`config.mk`:
```
export PLATFORM = sky130hd
export DESIGN_NAME = uart_rx_fifo
export DESIGN_NICKNAME = d
export VERILOG_FILES = /design/src/rtl/uart_io_pkg.sv /design/src/rtl/sync_fifo.sv /design/src/rtl/uart_rx_fifo.sv
export SDC_FILE = /design/constraint.sdc
export NUM_CORES = 1
export LEC_CHECK = 0
export CAP_MARGIN = 25
export CORE_MARGIN = 2
export CORE_UTILIZATION = 25
export DETAILED_ROUTE_END_ITERATION = 8
export PLACE_DENSITY_LB_ADDON = 0.1
export SYNTH_ARGS = -nofsm -noshare
export SYNTH_HDL_FRONTEND = slang
export SYNTH_SLANG_ARGS = --single-unit
```
`constraint.sdc`:
```
create_clock -name clk -period 8.5 [get_ports clk]
set_clock_uncertainty 0.1 [all_clocks]
set_input_delay 2.125 -clock clk [delete_from_list [all_inputs] [get_ports clk]]
set_output_delay 2.125 -clock clk [all_outputs]
set_load 0.005 [all_outputs]
```
`src/rtl/uart_io_pkg.sv`:
```
`default_nettype none
// ============================================================================
// Module      : uart_io_pkg
// Description : J1 I/O address map and status-word layout for the UART block.
// Revision    : 1.0 - initial release
// ============================================================================
package uart_io_pkg;

    localparam logic [15:0] UART_RX_ADDR   = 16'h4000;
    localparam logic [15:0] UART_TX_ADDR   = 16'h4001;
    localparam logic [15:0] UART_STAT_ADDR = 16'h4002;

    localparam int STAT_NE      = 0;
    localparam int STAT_FULL    = 1;
    localparam int STAT_OVF     = 2;
    localparam int STAT_TXBUSY  = 3;
    localparam int STAT_CNT_LSB = 8;

    typedef enum logic [0:0] {
        ING_IDLE = 1'b0,
        ING_HOLD = 1'b1
    } ingest_state_t;

endpackage
`default_nettype wire

```
`src/rtl/sync_fifo.sv`:
```
`default_nettype none
// ============================================================================
// Module      : sync_fifo
// Description : Power-of-two synchronous FIFO with combinational head read.
// Revision    : 1.0 - initial release
// ============================================================================
module sync_fifo #(
    parameter int DEPTH = 16,
    parameter int WIDTH = 8
) (
    input  logic                     clk,
    input  logic                     resetq,
    input  logic                     i_push,
    input  logic                     i_pop,
    input  logic [WIDTH-1:0]         i_wdata,
    output logic [WIDTH-1:0]         o_rdata,
    output logic [$clog2(DEPTH):0]   o_count,
    output logic                     o_full,
    output logic                     o_empty
);

    localparam int                  c_addr_w   = $clog2(DEPTH);
    localparam logic [c_addr_w-1:0] c_ptr_one  = 1;
    localparam logic [c_addr_w:0]   c_cnt_one  = 1;
    localparam logic [c_addr_w:0]   c_full_cnt = DEPTH[c_addr_w:0];

    logic [WIDTH-1:0]    r_mem [DEPTH];
    logic [c_addr_w-1:0] r_wr_ptr;
    logic [c_addr_w-1:0] r_rd_ptr;
    logic [c_addr_w:0]   r_count;
    logic                w_pop;
    logic                w_push;

    // A pop frees the slot the same-cycle push needs when the FIFO is full.
    assign w_pop  = i_pop && !o_empty;
    assign w_push = i_push && (!o_full || w_pop);

    always_ff @(posedge clk) begin
        if (!resetq) begin
            r_wr_ptr <= '0;
            r_rd_ptr <= '0;
            r_count  <= '0;
        end else begin
            if (w_push) r_wr_ptr <= r_wr_ptr + c_ptr_one;
            if (w_pop)  r_rd_ptr <= r_rd_ptr + c_ptr_one;
            case ({w_push, w_pop})
                2'b10:   r_count <= r_count + c_cnt_one;
                2'b01:   r_count <= r_count - c_cnt_one;
                default: r_count <= r_count;
            endcase
        end
    end

    always_ff @(posedge clk) begin
        if (w_push) r_mem[r_wr_ptr] <= i_wdata;
    end

    assign o_rdata = r_mem[r_rd_ptr];
    assign o_count = r_count;
    assign o_full  = (r_count == c_full_cnt);
    assign o_empty = (r_count == '0);

endmodule
`default_nettype wire

```
`src/rtl/uart_rx_fifo.sv`:
```
`default_nettype none
// ============================================================================
// Module      : uart_rx_fifo
// Description : Drains UART rx bytes into a FIFO and serves them on J1 I/O reads.
// Revision    : 1.0 - initial release
// ============================================================================
module uart_rx_fifo
    import uart_io_pkg::*;
#(
    parameter int          DEPTH     = 16,
    parameter logic [15:0] DATA_ADDR = UART_RX_ADDR,
    parameter logic [15:0] STAT_ADDR = UART_STAT_ADDR
) (
    input  logic        clk,
    input  logic        resetq,
    input  logic        uart_valid,
    input  logic [7:0]  uart_data,
    output logic        uart_rd,
    input  logic        tx_busy,
    input  logic        io_rd,
    input  logic [15:0] io_addr,
    output logic [15:0] io_din,
    output logic        rx_ready
);

    localparam int c_cnt_w = $clog2(DEPTH) + 1;

    ingest_state_t      r_state;
    logic               r_uart_rd;
    logic               r_overflow;
    logic               w_ingest;
    logic               w_pop;
    logic               w_push;
    logic               w_drop;
    logic               w_stat_rd;
    logic               w_full;
    logic               w_empty;
    logic [7:0]         w_head;
    logic [c_cnt_w-1:0] w_count;
    logic [15:0]        w_din;

    assign w_ingest  = (r_state == ING_IDLE) && uart_valid;
    assign w_pop     = io_rd && (io_addr == DATA_ADDR) && !w_empty;
    assign w_push    = w_ingest && (!w_full || w_pop);
    assign w_drop    = w_ingest && !w_push;
    assign w_stat_rd = io_rd && (io_addr == STAT_ADDR);

    sync_fifo #(
        .DEPTH (DEPTH),
        .WIDTH (8)
    ) u_fifo (
        .clk     (clk),
        .resetq  (resetq),
        .i_push  (w_push),
        .i_pop   (w_pop),
        .i_wdata (uart_data),
        .o_rdata (w_head),
        .o_count (w_count),
        .o_full  (w_full),
        .o_empty (w_empty)
    );

    // HOLD gives the UART one cycle to drop valid after the acknowledge.
    always_ff @(posedge clk) begin
        if (!resetq) begin
            r_state   <= ING_IDLE;
            r_uart_rd <= 1'b0;
        end else begin
            case (r_state)
                ING_IDLE: begin
                    r_uart_rd <= uart_valid;
                    if (uart_valid) r_state <= ING_HOLD;
                end
                default: begin
                    r_uart_rd <= 1'b0;
                    r_state   <= ING_IDLE;
                end
            endcase
        end
    end

    // A drop in the same cycle as a status read keeps the flag set.
    always_ff @(posedge clk) begin
        if (!resetq)        r_overflow <= 1'b0;
        else if (w_drop)    r_overflow <= 1'b1;
        else if (w_stat_rd) r_overflow <= 1'b0;
    end

    always_comb begin
        w_din = 16'h0000;
        if (io_addr == DATA_ADDR) begin
            if (!w_empty) w_din = {8'h00, w_head};
        end else if (io_addr == STAT_ADDR) begin
            w_din[STAT_NE]               = !w_empty;
            w_din[STAT_FULL]             = w_full;
            w_din[STAT_OVF]              = r_overflow;
            w_din[STAT_TXBUSY]           = tx_busy;
            w_din[STAT_CNT_LSB +: 8]     = 8'(w_count);
        end
    end

    assign io_din   = w_din;
    assign uart_rd  = r_uart_rd;
    assign rx_ready = !w_empty;

endmodule
`default_nettype wire

```
==> results of run 1 <==
## cell type report
| class | instances | area share, % |
|---|---|---|
| multi-input combinational | 188 | 25.4 |
| clock buffer | 17 | 5.47 |
| inverter | 7 | 0.338 |
| clock inverter | 15 | 1.56 |
| tap | 330 | 5.31 |
| timing repair buffer | 63 | 7.62 |
| sequential | 147 | 54.3 |
## where the power goes
part	switching (mW)	internal (mW)
Sequential	0.00594	0.793
Clock	0.313	0.381
Combinational	0.0365	0.0319
## per-layer routing
layer,GRT usage (%),vias up,wire [µm],share of wire (%)
met5,0,-,0,0
met4,3.14,0,113,0.71
met3,3.08,6,568,3.6
met2,20.8,71,7780,49
met1,16.3,1788,7400,47
li1,-,1595,-,-
## flip-flops by register name, indices dropped and copies added, names as in the netlist, named ones only
name	cells
r_overflow	1
u_fifo.o_count	5
u_fifo.r_mem	128
r_state	1
u_fifo.r_wr_ptr	4
u_fifo.r_rd_ptr	4
## worst max-delay path, delay by kind of cell
kind | cells | cell delay (ps)
AOI/OAI and AO/OA | 2 | 730
buffers and inverters | 2 | 960
and+or+nand+nor | 2 | 980
## kinds of logic (layout without fill, tap and decap cells)
group	Yosys count	in the layout	share of synthesized area, %
buffers and inverters	33	102	2.87
other	1	3	0.0596
flip-flops	147	147	67.2
multiplexers	44	44	14.5
AND/OR/NAND/NOR	88	88	8.54
XOR/XNOR	3	3	0.418
AO/OA/AOI/OAI	42	42	4.86
adder cells (fa/ha/maj)	8	8	1.59
## Yosys cell counts, types with 5 or more instances
cell type  count
a211oi_1       8
a21oi_1        6
and2_1         6
buf_2          8
clkbuf_1      10
dfxtp_1       19
edfxtp_1     128
ha_1           8
inv_1          6
mux2i_1        9
mux4_1         9
mux4_2        26
nand2_1       13
nand2b_1       5
nand3_1        9
nor2_1         5
nor2b_1        7
nor3b_1       15
nor4b_1        5
o21ai_0        6
## final timing paths
| path | from | endpoint | cells past startpoint |
|---|---|---|---|
| hold reg to reg | r_overflow$_SDFFE_PN0P_ | r_overflow$_SDFFE_PN0P_ | 2 |
| setup / recovery | io_addr[10] | io_din[7] | 6 |
| setup reg to reg | u_fifo.o_count[0]$_SDFFE_PN0P_ | u_fifo.o_count[4]$_SDFFE_PN0P_ | 10 |
| hold / removal | r_overflow$_SDFFE_PN0P_ | r_overflow$_SDFFE_PN0P_ | 2 |
## through the flow
| stage | hold WS [ps] | util [%] | total power, mW |
|---|---|---|---|
| 6_report | 378 | 31.2 | 1.56 |
| 3_5_place_dp | 376 | 28.9 | 0.885 |
| 3_3_place_gp | 365 | 28.7 | 0.883 |
| 5_1_grt | 407 | 31.2 | 1.62 |
| 2_1_floorplan | 346 | - | 0.845 |
| 4_1_cts | 385 | 31.1 | 1.58 |
## layout by cell type (no fill, tap or decap), drive strengths merged, types with 8 or more instances in the layout
cell type      count
a211oi             8
nand2             13
mux4              35
dfxtp             19
edfxtp           128
mux2i              9
clkdlybuf4s50     43
ha                 8
nor3b             15
buf               20
nand3              9
clkbuf            17
inv               14
==> results by group, run 1 <==
Critical path
  • Critical Path End Type: output pin
  • Max FO, Critical Path: 5
  • R2R setup slack: 4590 ps
  • WP data arrival: 4810 ps
  • WP data required: 6280 ps
  • Critical-path cell list: clkdlybuf4s50_1 -> nor4b_1 -> o211a_1 -> nand2_1 -> a211oi_1 -> clkdlybuf4s50_1
  • Slowest Stage Delay on Critical Path: 700 ps
  • Crit path launch type: primary input
  • Critical path class: primary input to output pin
  • CP max-delay cell: nor4b_1
  • Worst path most repeated cell: clkdlybuf4s50_1

Floorplanning
  • Core box area: 25000 µm²
  • Row Count: 58
  • Die area: 26400 µm²
  • Io pins: 47
  • Initial Utilization: 25.2%
  • Die X: 163 µm
  • Die extent in y: 163 µm

Yosys
  • Syn avg cell area: 17.2 µm²
  • Synth area leaders: edfxtp_1 (61%), mux4_2 (9.3%), dfxtp_1 (6.0%), mux4_1 (3.8%), nor3b_1 (1.8%)
  • YS warnings: 0
  • Synth top area share: 61.1%
  • #FFs+latches synth: 147
  • Post-synth EDFFs: 128
  • Synthesized instance count: 366
  • Register area share after synthesis: 67.2%
  • Synth unique cells: 52
  • Predominant post-synthesis flop cell: edfxtp_1
  • Asr flop ratio synth: 0%
  • Post-synth top area cell: edfxtp_1
  • Cell Area, Synth: 6290 µm²

STA
  • Actual slew at the worst max-slew pin: 980 ps
  • Final Setup Violations: 0
  • RSZ-0062 raised after global routing: no
  • Relative slew margins: 34.6%
  • Final hold viol count: 0
  • Total negative slack: 0 ps
  • Slew Limit Fails: 0
  • Final worst slack: 1460 ps
  • Tcrit/Tclk final: 82.8%
  • Minimum period implied by the final worst setup slack: 7040 ps
  • Max frequency: 142 MHz

Cells and area
  • Fill count: 2518
  • Finished Cell Area: 7780 µm²
  • Layout Nets: 461
  • Layout Cells excl Fill: 767
  • FF+latch area: 4220 µm²
  • Share of cells above drive strength 1: 20.4%
  • Ant. Diodes: 0
  • Area Growth Syn to Fin: 23.7%
  • Multi-input gate area: 1980 µm²

Placement
  • Placer Congestion: 0.719
  • Pre-CTS setup slack: 1450 ps
  • Cell Area, Placed: 7220 µm²
  • Placed cells: 734
  • Post-DP HPWL: 10.4 mm
  • Port Buffers: 43

Drt
  • DRC violation count after routing: 0
  • Via/cell ratio: 4.51
  • Router iterations before antenna repair: 4
  • DRT antenna net count: 0
  • Vias: 3460
  • WL final: 15.9 mm
  • Iter 0 DRT Violations: 205
  • Avg WL per Cell: 20.7 µm

Hold path
  • HP Class: flop to flop

CTS
  • Deepest clock path buffer count: 2
  • # H-tree levels: 4
  • # hold bufs at CTS: 0
  • Post-CTS sizing: 0
  • Clk sinks: 147
  • Clock latency at the later pin of the worst-skew pair: 410 ps
  • Worst-path clk slew: 60 ps
  • Post-CTS Setup Bufs: 0
  • CTS buffer count: 17
  • Root buf cell: clkbuf_16
  • TritonCTS clock tree: yes

Power
  • Max IR drop VDD: 0.000108 V
  • Leakage: 2.44 nW
  • Pwr/cell area: 201 nW/µm²

Global routing
  • Initial antenna violation count: 0
  • First-pass GRT wire length: 23.4 mm
  • Total GRT Usage: 12.4%
  • Largest net degree at the start of global routing: 29
  • GR Overflow Total: 0
  • Vias in the first global route: 3582

Flow run
  • Max cap viols: 0

Status
  • Status: finished clean
Power figures use the tool's default switching activity.
==> run 2, diff against run 1 <==
clock period = 6.05 ns   (was 8.5 ns; I/O delays follow)
==> run 2 against run 1 <==
  * Final cell count is 1.0% higher
  * Sequential share of layout area is 0.42 points lower
  * Global-route usage is 0.088 points higher
  * Combinational power is 40% higher
  * Power is 45% higher
  * Via count is 2.9% higher
  * Critical endpoint unchanged
  * Largest cell class unchanged
  * Highest routed layer unchanged
==> results by group, run 2 (synthesis results as in run 1) <==
Power
  • Pint: 1.75 mW (+45%)
  • Leakage: 2.49 nW (+2.0%)
  • Comb pwr share: 4.2% (-0.2 points)
  • Pwr/cell area: 288 nW/µm² (+44%)
  • Clock share of power: 46.1% (+1.7 points)
  • Sw Ratio: 22.8% (+0.035 points)
  • Reg power frac: 49.6% (-1.6 points)
  • Psw: 0.516 mW (+45%)
  • Max IR drop VDD: 0.000166 V (+54%)

Drt
  • Avg WL per Cell: 20.3 µm (-1.8%)
  • Routed wl met2: 7.75 mm (-0.49%)
  • DRC violation count after routing: 0 (unchanged)
  • Max Used Layer: met4
  • DRT antenna net count: 0 (unchanged)
  • Met3 WL post-DR: 670 µm (+18%)
  • Router iterations before antenna repair: 4 (unchanged)
  • Vias: 3560 (+2.9%)
  • WL final: 15.7 mm (-0.78%)
  • Metal-1 WL: 7.16 mm (-3.3%)
  • Via/cell ratio: 4.59 (+1.8%)
  • Iter 0 DRT Violations: 250 (+22%)

Placement
  • Post-DP HPWL: 10.5 mm (+1.0%)
  • Port Buffers: 43 (unchanged)
  • Placed cells: 743 (+1.2%)
  • Placer Congestion: 0.712 (-1.1%)
  • Pre-CTS setup slack: 540 ps (-915 ps)

Global routing
  • Largest net degree at the start of global routing: 21 (-28%)
  • GR Overflow Total: 0 (unchanged)
  • Vias in the first global route: 3764 (+5.1%)
  • Initial antenna violation count: 0 (unchanged)
  • First-pass GRT wire length: 23.7 mm (+1.3%)
  • Total GRT Usage: 12.5% (+0.088 points)

CTS
  • Clk sinks: 147 (unchanged)
  • # H-tree levels: 4 (unchanged)
  • CTS buffer count: 17 (unchanged)
  • Worst-path clk slew: 60 ps (about the same)
  • Deepest clock path buffer count: 2 (unchanged)
  • TritonCTS clock tree: yes
  • Root buf cell: clkbuf_16
  • Clock latency at the later pin of the worst-skew pair: 410 ps (about the same)
  • Post-CTS Setup Bufs: 0 (unchanged)
  • # hold bufs at CTS: 0 (unchanged)
  • Post-CTS sizing: 0 (unchanged)

STA
  • Final worst slack: 625 ps (-836 ps)
  • Minimum period implied by the final worst setup slack: 5430 ps
  • Actual slew at the worst max-slew pin: 789 ps (-191 ps)
  • Max frequency: 184 MHz
  • Tcrit/Tclk final: 89.7%
  • Fin Hold WS: 379 ps (+0.774 ps)
  • Total negative slack: 0 ps (unchanged)
  • RSZ-0062 raised after global routing: no
  • Relative slew margins: 47.1% (+13 points)
  • Slew Limit Fails: 0 (unchanged)
  • Final Setup Violations: 0 (unchanged)
  • Final hold viol count: 0 (unchanged)

Cells and area
  • Most frequent cells in the layout: edfxtp_1 (128), clkdlybuf4s50_1 (43), mux4_2 (26)
  • Ant. Diodes: 0 (unchanged)
  • Layout Nets: 469 (+1.7%)
  • Share of cells above drive strength 1: 22.0% (+1.7 points)
  • Largest reg by FF count: u_fifo.r_mem
  • Largest register FFs: 128 (unchanged)
  • Area Growth Syn to Fin: 24.7%
  • Commonest non-fill, non-tap cell in the layout: edfxtp_1
  • Layout Cells excl Fill: 775 (+1.0%)

Floorplanning
  • Io pins: 47 (unchanged)
  • Die extent in y: 163 µm (unchanged)
  • Die X: 163 µm (unchanged)
  • Row Count: 58 (unchanged)
  • Core box area: 25000 µm² (unchanged)
  • Initial Utilization: 25.2% (unchanged)
  • Die area: 26400 µm² (unchanged)

Critical path
  • R2R setup slack: 2260 ps (-2330 ps)
  • Critical path class: primary input to output pin
  • Crit path launch type: primary input
  • WP data arrival: 3810 ps (-1000 ps)
  • Cell count of the worst reg-to-reg path: 10 (unchanged)
  • Critical Path End Type: output pin
  • Max FO, Critical Path: 5 (unchanged)
  • WP data required: 4440 ps (-1840 ps)

Status
  • Status: finished clean

Flow run
  • Max cap viols: 0 (unchanged)

Hold path
  • Hold path depth: 2 (unchanged)
  • HP Class: flop to flop
==> run 2: worst max-delay path, stage by stage <==
cell             delay, ps
clkdlybuf4s50_1        400
nor3_1                 400
and3_1                 330
nand2_1                270
a211oi_1               330
clkdlybuf4s50_1        560
==> run 2: layout make-up <==
type	count	area [µm²]
fillers	2464	17100
flip-flops and latches	147	4220
multi-input cells	188	1940
repair buffers	71	649
clock buffers	17	425
well taps	330	413
clock inverters	15	161
inverters	7	26.3
==> run 2: metrics by stage <==
step	power, mW	utilization [%]	area, µm²
2_1_floorplan	1.19	-	6300
3_3_place_gp	1.24	28.9	7220
3_5_place_dp	1.24	29.1	7250
4_1_cts	2.30	31.4	7840
5_1_grt	2.34	31.4	7840
6_report	2.26	31.4	7840
==> run 2: metal layers <==
metal	vias to the layer above	global-route usage (%)
li1	1617	-
met1	1846	16.1
met4	0	3.66
met2	88	20.8
met3	9	3.46
met5	-	0
==> run 2: final timing paths <==
check	to	startpoint
worst min-delay path	r_overflow$_SDFFE_PN0P_	r_overflow$_SDFFE_PN0P_
worst min register to register	r_overflow$_SDFFE_PN0P_	r_overflow$_SDFFE_PN0P_
worst max register to register	u_fifo.o_count[2]$_SDFFE_PN0P_	u_fifo.o_count[0]$_SDFFE_PN0P_
worst max-delay path	io_din[7]	io_addr[9]
==> run 2: power groups by stage <==
stage | Sequential [mW] | Clock [mW] | Combinational (mW)
floorplan | 1.14 | 0 | 0.0469
global placement | 1.14 | 0 | 0.0965
detailed placement | 1.14 | 0 | 0.0974
CTS | 1.12 | 1.08 | 0.0978
global route | 1.12 | 1.12 | 0.106
finish | 1.12 | 1.04 | 0.0959
==> run 3, diff against run 2 <==
CORE_UTILIZATION = 30   (was 25)
==> run 3 against run 2 <==
  * Sequential power about the same
  * Critical path depth up 1
  * Combinational power down 2%
  * Routed wire length down 6.5%
  * Cell area down 0.99%
  * First-iteration DRC count up 2.4%
  * Hold slack worse by 11 ps
  * Register-to-register slack worse by 20 ps
  * Clock-buffer cell count unchanged
  * Worst setup slack worse by 17 ps
==> results by group, run 3 (synthesis results as in run 1) <==
Status
  • Status: finished clean

Drt
  • Avg WL per Cell: 20.6 µm (+1.2%)
  • Via/cell ratio: 4.90 (+6.6%)
  • DRC violation count after routing: 0 (unchanged)
  • Vias: 3507 (-1.5%)
  • DRT antenna net count: 0 (unchanged)
  • Router iterations before antenna repair: 4 (unchanged)
  • WL final: 14.7 mm (-6.5%)
  • Iter 0 DRT Violations: 256 (+2.4%)

STA
  • Slew Limit Fails: 0 (unchanged)
  • RSZ-0062 raised after global routing: no
  • Tcrit/Tclk final: 90.0% (+0.28 points)
  • Total negative slack: 0 ps (unchanged)
  • Final worst slack: 608 ps (-16.8 ps)
  • Final hold viol count: 0 (unchanged)
  • Fin Hold WS: 368 ps (-11.1 ps)
  • Relative slew margins: 36.3% (-11 points)
  • Max frequency: 184 MHz (-0.31%)
  • Final Setup Violations: 0 (unchanged)
  • Actual slew at the worst max-slew pin: 954 ps (+165 ps)
  • Minimum period implied by the final worst setup slack: 5440 ps (+16.8 ps)

Global routing
  • Largest net degree at the start of global routing: 24 (+14%)
  • Vias in the first global route: 3480 (-7.5%)
  • First-pass GRT wire length: 22.2 mm (-6.4%)
  • GR Overflow Total: 0 (unchanged)
  • Total GRT Usage: 14.2% (+1.6 points)
  • Initial antenna violation count: 0 (unchanged)

Critical path
  • Critical path class: primary input to output pin
  • Max FO, Critical Path: 5 (unchanged)
  • FF-to-FF Start: u_fifo.o_count[1]$_SDFFE_PN0P_
  • R2R setup slack: 2240 ps (-20 ps)
  • Worst Setup SP: io_addr[10]
  • WP data required: 4440 ps (about the same)
  • Reg-to-Reg End: u_fifo.o_count[2]$_SDFFE_PN0P_
  • Critical Path End Type: output pin
  • WP data arrival: 3830 ps (+20 ps)
  • Cell count of the worst reg-to-reg path: 10 (unchanged)
  • Crit path launch type: primary input

Floorplanning
  • Die X: 149 µm (-8.5%)
  • Die extent in y: 149 µm (-8.5%)
  • Die area: 22100 µm² (-16%)
  • Row Count: 52 (-10%)
  • Core box area: 20400 µm² (-18%)
  • Initial Utilization: 30.8% (+5.6 points)
  • Io pins: 47 (unchanged)

CTS
  • Root buf cell: clkbuf_16
  • CTS buffer count: 17 (unchanged)
  • Clk sinks: 147 (unchanged)
  • TritonCTS clock tree: yes
  • # hold bufs at CTS: 0 (unchanged)
  • Clock latency at the later pin of the worst-skew pair: 420 ps (about the same)
  • Post-CTS sizing: 0 (unchanged)
  • Deepest clock path buffer count: 2 (unchanged)
  • Post-CTS Setup Bufs: 0 (unchanged)
  • Worst-path clk slew: 60 ps (about the same)
  • # H-tree levels: 4 (unchanged)

Cells and area
  • Most frequent cells in the layout: edfxtp_1 (128), clkdlybuf4s50_1 (43), buf_4 (28)
  • Share of cells above drive strength 1: 21.3% (-0.72 points)
  • Area Growth Syn to Fin: 23.5%
  • FF+latch area: 4220 µm² (unchanged)
  • Commonest non-fill, non-tap cell in the layout: edfxtp_1
  • Finished Cell Area: 7760 µm² (-0.99%)
  • Layout Nets: 470 (+0.21%)
  • Largest reg by FF count: u_fifo.r_mem
  • Multi-input gate area: 1930 µm² (-0.77%)
  • Ant. Diodes: 0 (unchanged)
  • Fill count: 1919 (-22%)
  • Largest register FFs: 128 (unchanged)

Placement
  • Post-DP HPWL: 9.49 mm (-10%)
  • Port Buffers: 43 (unchanged)
  • Pre-CTS setup slack: 587 ps (+46.9 ps)
  • Placer Congestion: 0.709 (-0.38%)
  • Cell Area, Placed: 7170 µm² (-1.2%)

Hold path
  • Hold path depth: 2 (unchanged)
  • HP Class: flop to flop
  • Hold path start: r_overflow$_SDFFE_PN0P_
  • Min-Delay Endpoint: r_overflow$_SDFFE_PN0P_

Power
  • Total design power: 2.26 mW (+0.13%)
  • Leakage: 2.49 nW (+0.14%)
  • Max IR drop VDD: 0.000203 V (+22%)
  • Pwr/cell area: 292 nW/µm² (+1.1%)

Flow run
  • Max cap viols: 0 (unchanged)
run 3: cell types whose count changed in the layout (fill, tap and decap cells not counted), moves of 2 or more:
cell	delta
buf_4	+4
nor3b_2	-3
buf_6	-2
nor3b_1	+3
inv_8	-2
run 3: per-stage QoR:
stage                     utilization (%)  instances
after floorplan                         -        368
after global routing                 38.0        716
after detailed placement             35.1        684
final                                38.0        716
after global placement               35.0        681
after CTS                            38.0        716
run 3: worst max-delay path by stage:
stage	endpoint
2_1_floorplan	io_din[1]
4_1_cts	io_din[7]
3_5_place_dp	io_din[7]
6_report	io_din[7]
5_1_grt	io_din[7]
3_3_place_gp	io_din[7]
run 3: final cells by class:
cell class	count	area share, %
sequential	147	54.4
tap	270	4.35
clock buffer	17	5.48
inverter	7	0.338
timing repair buffer	72	8.40
multi-input combinational	188	24.8
clock inverter	15	2.21
run 3: where the power goes:
part / switching [mW] / internal [mW] / leakage (nW)
Combinational: 0.0491 / 0.0451 / 0.899
Clock: 0.430 / 0.618 / 0.284
Sequential: 0.00767 / 1.11 / 1.31
Total: 0.487 / 1.78 / 2.49
run 3: routing by layer:
layer | up-vias | wire (µm) | global-route usage, %
li1 | 1618 | - | -
met1 | 1784 | 6890 | 19.2
met2 | 89 | 6870 | 22.5
met3 | 16 | 745 | 3.58
met4 | 0 | 217 | 4.62
met5 | - | 0 | 0
run 3: worst max-delay path, stage by stage:
cell	delay [ps]
clkdlybuf4s50_1	400
nor4b_1	300
buf_4	190
o211a_1	260
nand2_1	240
a211oi_1	350
clkdlybuf4s50_1	580
